--- src/rtl/seg_settings_bank.sv ---
// rtl/seg_settings_bank.sv - double-buffered per-segment settings store with validated atomic commit.
// Optional shadow readback port (RE/RADDR/RDATA) is built when SETTINGS_READBACK_EN is defined.
module seg_settings_bank #(
  parameter int NUM_SEGMENTS   = 2,
  parameter int CYCLE_WIDTH    = 16,
  parameter int FREQ_DIV_WIDTH = 32,
  parameter int REP_WIDTH      = 32,
  localparam int SEG_W = (NUM_SEGMENTS > 1) ? $clog2(NUM_SEGMENTS) : 1
) (
  input  logic                                 CLK,
  input  logic                                 RST,
  input  logic                                 WE,
  input  logic [SEG_W+2:0]                     WADDR,
  input  logic [15:0]                          WDATA,
  input  logic                                 COMMIT,
  input  logic [SEG_W-1:0]                     COMMIT_SEG,
  output logic                                 BUSY,
  output logic                                 UPDATE,
  output logic [SEG_W-1:0]                     REQ_RD_SEGMENT,
  output logic [NUM_SEGMENTS*CYCLE_WIDTH-1:0]    CYCLE,
  output logic [NUM_SEGMENTS*FREQ_DIV_WIDTH-1:0] FREQ_DIV,
  output logic [NUM_SEGMENTS*REP_WIDTH-1:0]      REP,
`ifdef SETTINGS_READBACK_EN
  input  logic                                 RE,
  input  logic [SEG_W+2:0]                     RADDR,
  output logic [15:0]                          RDATA,
`endif
  output logic                                 ERR
);

  // Shadow arrays cover every encodable index so lookups never go out of bounds.
  localparam int NUM_SLOTS = 1 << SEG_W;

  typedef enum logic [1:0] {S_IDLE, S_CHECK, S_COPY, S_PULSE} state_t;

  state_t           state_q, state_d;
  logic [SEG_W-1:0] seg_q, seg_d;
  logic             err_q;
  logic [SEG_W-1:0] req_q;
  logic             check_ok;

  logic [CYCLE_WIDTH-1:0]    shadow_cycle_q [NUM_SLOTS];
  logic [FREQ_DIV_WIDTH-1:0] shadow_freq_q  [NUM_SLOTS];
  logic [REP_WIDTH-1:0]      shadow_rep_q   [NUM_SLOTS];

  logic [NUM_SEGMENTS*CYCLE_WIDTH-1:0]    active_cycle_q;
  logic [NUM_SEGMENTS*FREQ_DIV_WIDTH-1:0] active_freq_q;
  logic [NUM_SEGMENTS*REP_WIDTH-1:0]      active_rep_q;

  logic [SEG_W-1:0] w_seg;
  logic [2:0]       w_field;
  logic             w_ok;

  assign w_seg   = WADDR[SEG_W+2:3];
  assign w_field = WADDR[2:0];
  assign w_ok    = WE && (int'(w_seg) < NUM_SEGMENTS);

  assign check_ok = (int'(seg_q) < NUM_SEGMENTS) &&
                    (shadow_freq_q[seg_q] != '0) &&
                    (shadow_cycle_q[seg_q] != '0);

  always_ff @(posedge CLK) begin
    if (RST) begin
      state_q <= S_IDLE;
      seg_q   <= '0;
    end else begin
      state_q <= state_d;
      seg_q   <= seg_d;
    end
  end

  always_comb begin
    state_d = state_q;
    seg_d   = seg_q;
    case (state_q)
      S_IDLE: begin
        if (COMMIT) begin
          seg_d   = COMMIT_SEG;
          state_d = S_CHECK;
        end
      end
      S_CHECK: state_d = check_ok ? S_COPY : S_IDLE;
      S_COPY:  state_d = S_PULSE;
      S_PULSE: state_d = S_IDLE;
      default: state_d = S_IDLE;
    endcase
  end

  // Host writes land in the shadow regardless of the commit FSM state.
  always_ff @(posedge CLK) begin
    if (RST) begin
      for (int i = 0; i < NUM_SLOTS; i++) begin
        shadow_cycle_q[i] <= '0;
        shadow_freq_q[i]  <= FREQ_DIV_WIDTH'(1);
        shadow_rep_q[i]   <= '0;
      end
    end else if (w_ok) begin
      case (w_field)
        3'd0: shadow_cycle_q[w_seg] <= WDATA[CYCLE_WIDTH-1:0];
        3'd1: shadow_freq_q[w_seg][15:0] <= WDATA;
        3'd2: shadow_freq_q[w_seg][FREQ_DIV_WIDTH-1:16] <= WDATA[FREQ_DIV_WIDTH-17:0];
        3'd3: shadow_rep_q[w_seg][15:0] <= WDATA;
        3'd4: shadow_rep_q[w_seg][REP_WIDTH-1:16] <= WDATA[REP_WIDTH-17:0];
        default: ;
      endcase
    end
  end

  always_ff @(posedge CLK) begin
    if (RST) begin
      active_cycle_q <= '0;
      active_rep_q   <= '0;
      for (int k = 0; k < NUM_SEGMENTS; k++) begin
        active_freq_q[k*FREQ_DIV_WIDTH +: FREQ_DIV_WIDTH] <= FREQ_DIV_WIDTH'(1);
      end
      req_q <= '0;
      err_q <= 1'b0;
    end else begin
      if (state_q == S_CHECK && !check_ok) begin
        err_q <= 1'b1;
      end
      if (state_q == S_COPY) begin
        for (int k = 0; k < NUM_SEGMENTS; k++) begin
          if (seg_q == SEG_W'(k)) begin
            active_cycle_q[k*CYCLE_WIDTH +: CYCLE_WIDTH]       <= shadow_cycle_q[k];
            active_freq_q[k*FREQ_DIV_WIDTH +: FREQ_DIV_WIDTH]  <= shadow_freq_q[k];
            active_rep_q[k*REP_WIDTH +: REP_WIDTH]             <= shadow_rep_q[k];
          end
        end
        req_q <= seg_q;
        err_q <= 1'b0;
      end
    end
  end

`ifdef SETTINGS_READBACK_EN
  logic [15:0]      rdata_q;
  logic [SEG_W-1:0] r_seg;
  logic [2:0]       r_field;

  assign r_seg   = RADDR[SEG_W+2:3];
  assign r_field = RADDR[2:0];

  always_ff @(posedge CLK) begin
    if (RST) begin
      rdata_q <= '0;
    end else if (RE) begin
      rdata_q <= '0;
      if (int'(r_seg) < NUM_SEGMENTS) begin
        case (r_field)
          3'd0: rdata_q <= 16'(shadow_cycle_q[r_seg]);
          3'd1: rdata_q <= shadow_freq_q[r_seg][15:0];
          3'd2: rdata_q <= 16'(shadow_freq_q[r_seg][FREQ_DIV_WIDTH-1:16]);
          3'd3: rdata_q <= shadow_rep_q[r_seg][15:0];
          3'd4: rdata_q <= 16'(shadow_rep_q[r_seg][REP_WIDTH-1:16]);
          default: rdata_q <= '0;
        endcase
      end
    end
  end

  assign RDATA = rdata_q;
`endif

  assign BUSY           = (state_q != S_IDLE);
  assign UPDATE         = (state_q == S_PULSE);
  assign REQ_RD_SEGMENT = req_q;
  assign CYCLE          = active_cycle_q;
  assign FREQ_DIV       = active_freq_q;
  assign REP            = active_rep_q;
  assign ERR            = err_q;

endmodule
--- config.mk ---
export PLATFORM = sky130hd
export DESIGN_NAME = seg_settings_bank
export DESIGN_NICKNAME = d
export VERILOG_FILES = /design/src/rtl/seg_settings_bank.sv
export SDC_FILE = /design/constraint.sdc
export NUM_CORES = 1
export LEC_CHECK = 0
export CAP_MARGIN = 10
export CORE_MARGIN = 1.5
export CORE_UTILIZATION = 55
export DETAILED_ROUTE_END_ITERATION = 7
export GPL_ROUTABILITY_DRIVEN = 0
export HOLD_SLACK_MARGIN = 0.12
export PLACE_DENSITY = 0.81
export SYNTH_ARGS = -nofsm -noshare
export SYNTH_HDL_FRONTEND = slang
export SYNTH_SLANG_ARGS = --single-unit
--- constraint.sdc ---
create_clock -name CLK -period 4.5 [get_ports CLK]
set_clock_uncertainty 0.2 [all_clocks]
set_input_delay 0.675 -clock CLK [delete_from_list [all_inputs] [get_ports CLK]]
set_output_delay 0.675 -clock CLK [all_outputs]
set_load 0.05 [all_outputs]
==> run metrics <==
finished layout cell area around 0.015 mm2; r2r worst-path depth 6; Hold Fails Final Rpt 0; Netlist cell types 38; Worst-path clk slew roughly 0.06 ns; Die Wd roughly 150 um; DP Cell Count between 1500 and 2000; CP required approximately 3.6 ns; global routing usage on met2 between 40% and 50%; CTS buffer count 30; # IOs between 150 and 200; Synth Area in Adders 0%; Hold WS 0.254 ns; Nets around 1300; status complete, no violations; Post-DP Area 0.0141 mm2; element type at the critical path end output port; initial antenna violation count 0; post-synthesis instance total about 1100; hpwl dp 19.1 mm; worst reg2reg path endpoint FREQ_DIV[40]; total setup buffers inserted after CTS 0; synth-to-layout area growth 24.7%; post-cts sizing count 0; Max Cap Viol 0; CP peak stage delay a little under 0.9 ns; synth warn 0; 1st-iter DRT viols roughly 650; Rel. slew slack about a quarter; DRC Markers 0; row cnt 54; syn_nets roughly 1100; Die Area 0.0228 mm2; worst hold start REP[26]; CTS Hold Bufs 0; gr ovfl total 0; port bufs approximately 190; Seq. cell area approximately 0.0081 mm2; CORE AREA about 0.022 mm2; Setup TNS Final 0 ns; clk buf depth 3; post-layout min period 2.90 ns; vias per cell 5.43; Leak Pwr approximately 5 nW; Tcrit/Tclk final between 60 and 70%; CP Max Fanout 6; Die H approximately 150 um; Final ANT Viol Nets 0; final setup vio count 0; routed wire length 29.9 mm; critical path cell sequence and2_1 > clkdlybuf4s50_1; largest net degree at the start of global routing 74; family with the most delay on the worst path buffers and inverters; first-pass GRT wire length around 45 mm; Clk Tree Root Cell clkbuf_16; simple-gate share of the synthesized area a little under a quarter; Most Used Layer, Global Route met2; final non-filler cell total approximately 1600; largest family of logic cells by synthesized area simple AND/OR/NAND/NOR gates; # diodes 0; hold path depth 2; layout cells sized above 1 6.86%; Least-Margin Pin Slew 1.10 ns; H-tree depth 1; Detailed Routing Iterations Pass 1 5; PwrDens between 400 and 500 mW/mm2; Initial Utilization 55.6%; vias in the first global route between 8000 and 9000; kind of start point of the critical path flop; Worst Path Arrival 2.03 ns; Seq cells post-synth approximately 330; # fillers approximately 1600; mapped cell area around 0.012 mm2; max-slew violation count 0; WS Path Type reg2out; Compound-Gate Fraction of Synth Area under 10%; vias after detailed routing around 8600; Worst R2R Setup Slack between 2 and 2.5 ns; fmax approximately 340 MHz; most frequent cells in the layout nand2_1, clkdlybuf4s50_1, dfxtp_1, a21oi_1, edfxtp_1; TritonCTS clock tree done; All-Layer GR Usage a little over a quarter; post-synthesis mux area share 0%; XOR/XNOR Fraction of Synth Area 0%; Hold EP REP[26]; commonest non-fill, non-tap cell in the layout nand2_1; min-delay worst type reg2reg; GR Util met3 4.67%; multi-input logic area approximately 0.0036 mm2; largest vdd supply drop 0.331 mV; GRT met1 Usage between 30% and 40%; clk sink count about 330; number of buffer and inverter stages on the critical path 1; PnR Total Power 6.27 mW; Worst-Skew Late Latency about 0.55 ns; drt wl/cell 18.8 um; RSZ-0062 raised after global routing no; Syn Area/Cell about 11 um2; post-synthesis sequential area ratio between 60% and 70%; Slowest-stage cell, CP clkdlybuf4s50_1
## power by group
group          internal (mW)  switching (mW)  total [mW]  leakage, nW
Combinational          0.151           0.387       0.538         1.74
Sequential              3.24          0.0744        3.32         2.87
Clock                   1.36            1.06        2.42        0.469
## synthesized netlist by cell type (all sizes together)
library cell  instances  share of area (%)
nor3                  7               0.61
o41ai                 1              0.073
nor2b                 1              0.052
nor2                 15               0.84
or4                   1              0.062
o21ai                 8               0.33
and2                160                8.3
nand3                 4               0.21
edfxtp              160                 40
clkbuf               37                1.2
nand4                 7               0.49
nand4b                1               0.20
or2b                  1              0.062
nand2               324                 10
nand3b                1               0.17
nor4b                 2               0.15
nand2b                4               0.29
or2                   5               0.26
o311ai                1              0.073
nor4                 20                1.0
a21oi               161                6.7
inv                   3              0.093
dfxtp               166                 28
buf                  27                1.2
or3                   2               0.10
## final cells by class
type,count,area share (%)
Clock inverter,9,0.358
Tap cell,280,2.33
Inverter,3,0.0749
Timing Repair Buffer,200,13.1
Multi-Input combinational cell,726,24.2
Sequential cell,326,54.0
Clock buffer,47,5.91
## metrics by stage
step	utilization, %	setup slack, ns
floorplan	-	1.52
global placement	65.0	1.41
detailed placement	65.0	1.30
CTS	69.4	1.61
global route	69.4	1.51
finish	69.4	1.60
## flip-flops by register name, summed over array words and instances, names as in the netlist, named ones only
signal	count
REQ_RD_SEGMENT	1
ERR	1
state_q	1
seg_q	1
FREQ_DIV	64
REP	64
shadow_rep_q	64
shadow_freq_q	64
shadow_cycle_q	32
CYCLE	32
## worst min-delay path, stage by stage (launching register included)
cell and delay [ns]:
dfxtp_1 0.31, nand2_1 0.05, a21oi_1 0.05
## kinds of logic (layout without fill, tap and decap cells)
family | after synthesis | in the layout
AND/OR/NAND/NOR | 555 | 555
flip-flops | 326 | 326
AO/OA/AOI/OAI | 171 | 171
buffers and inverters | 67 | 259
## layer usage
metal | up-vias | routed length [um]
li1 | 4096 | -
met1 | 4179 | 12100
met2 | 318 | 14700
met3 | 47 | 2430
met4 | 0 | 701
met5 | - | 0
## worst max path at each step
stage | start | end | slack (ns) | cells after the start
2_1_floorplan | RST | shadow_rep_q[1][0] | 1.52 | 5
3_3_place_gp | WADDR[3] | shadow_freq_q[0][2] | 1.41 | 5
3_5_place_dp | WE | shadow_freq_q[0][4] | 1.30 | 4
4_1_cts | flop | UPDATE | 1.61 | 2
5_1_grt | flop | UPDATE | 1.51 | 2
6_report | flop | UPDATE | 1.60 | 2
(Power assumes the default switching activity.)
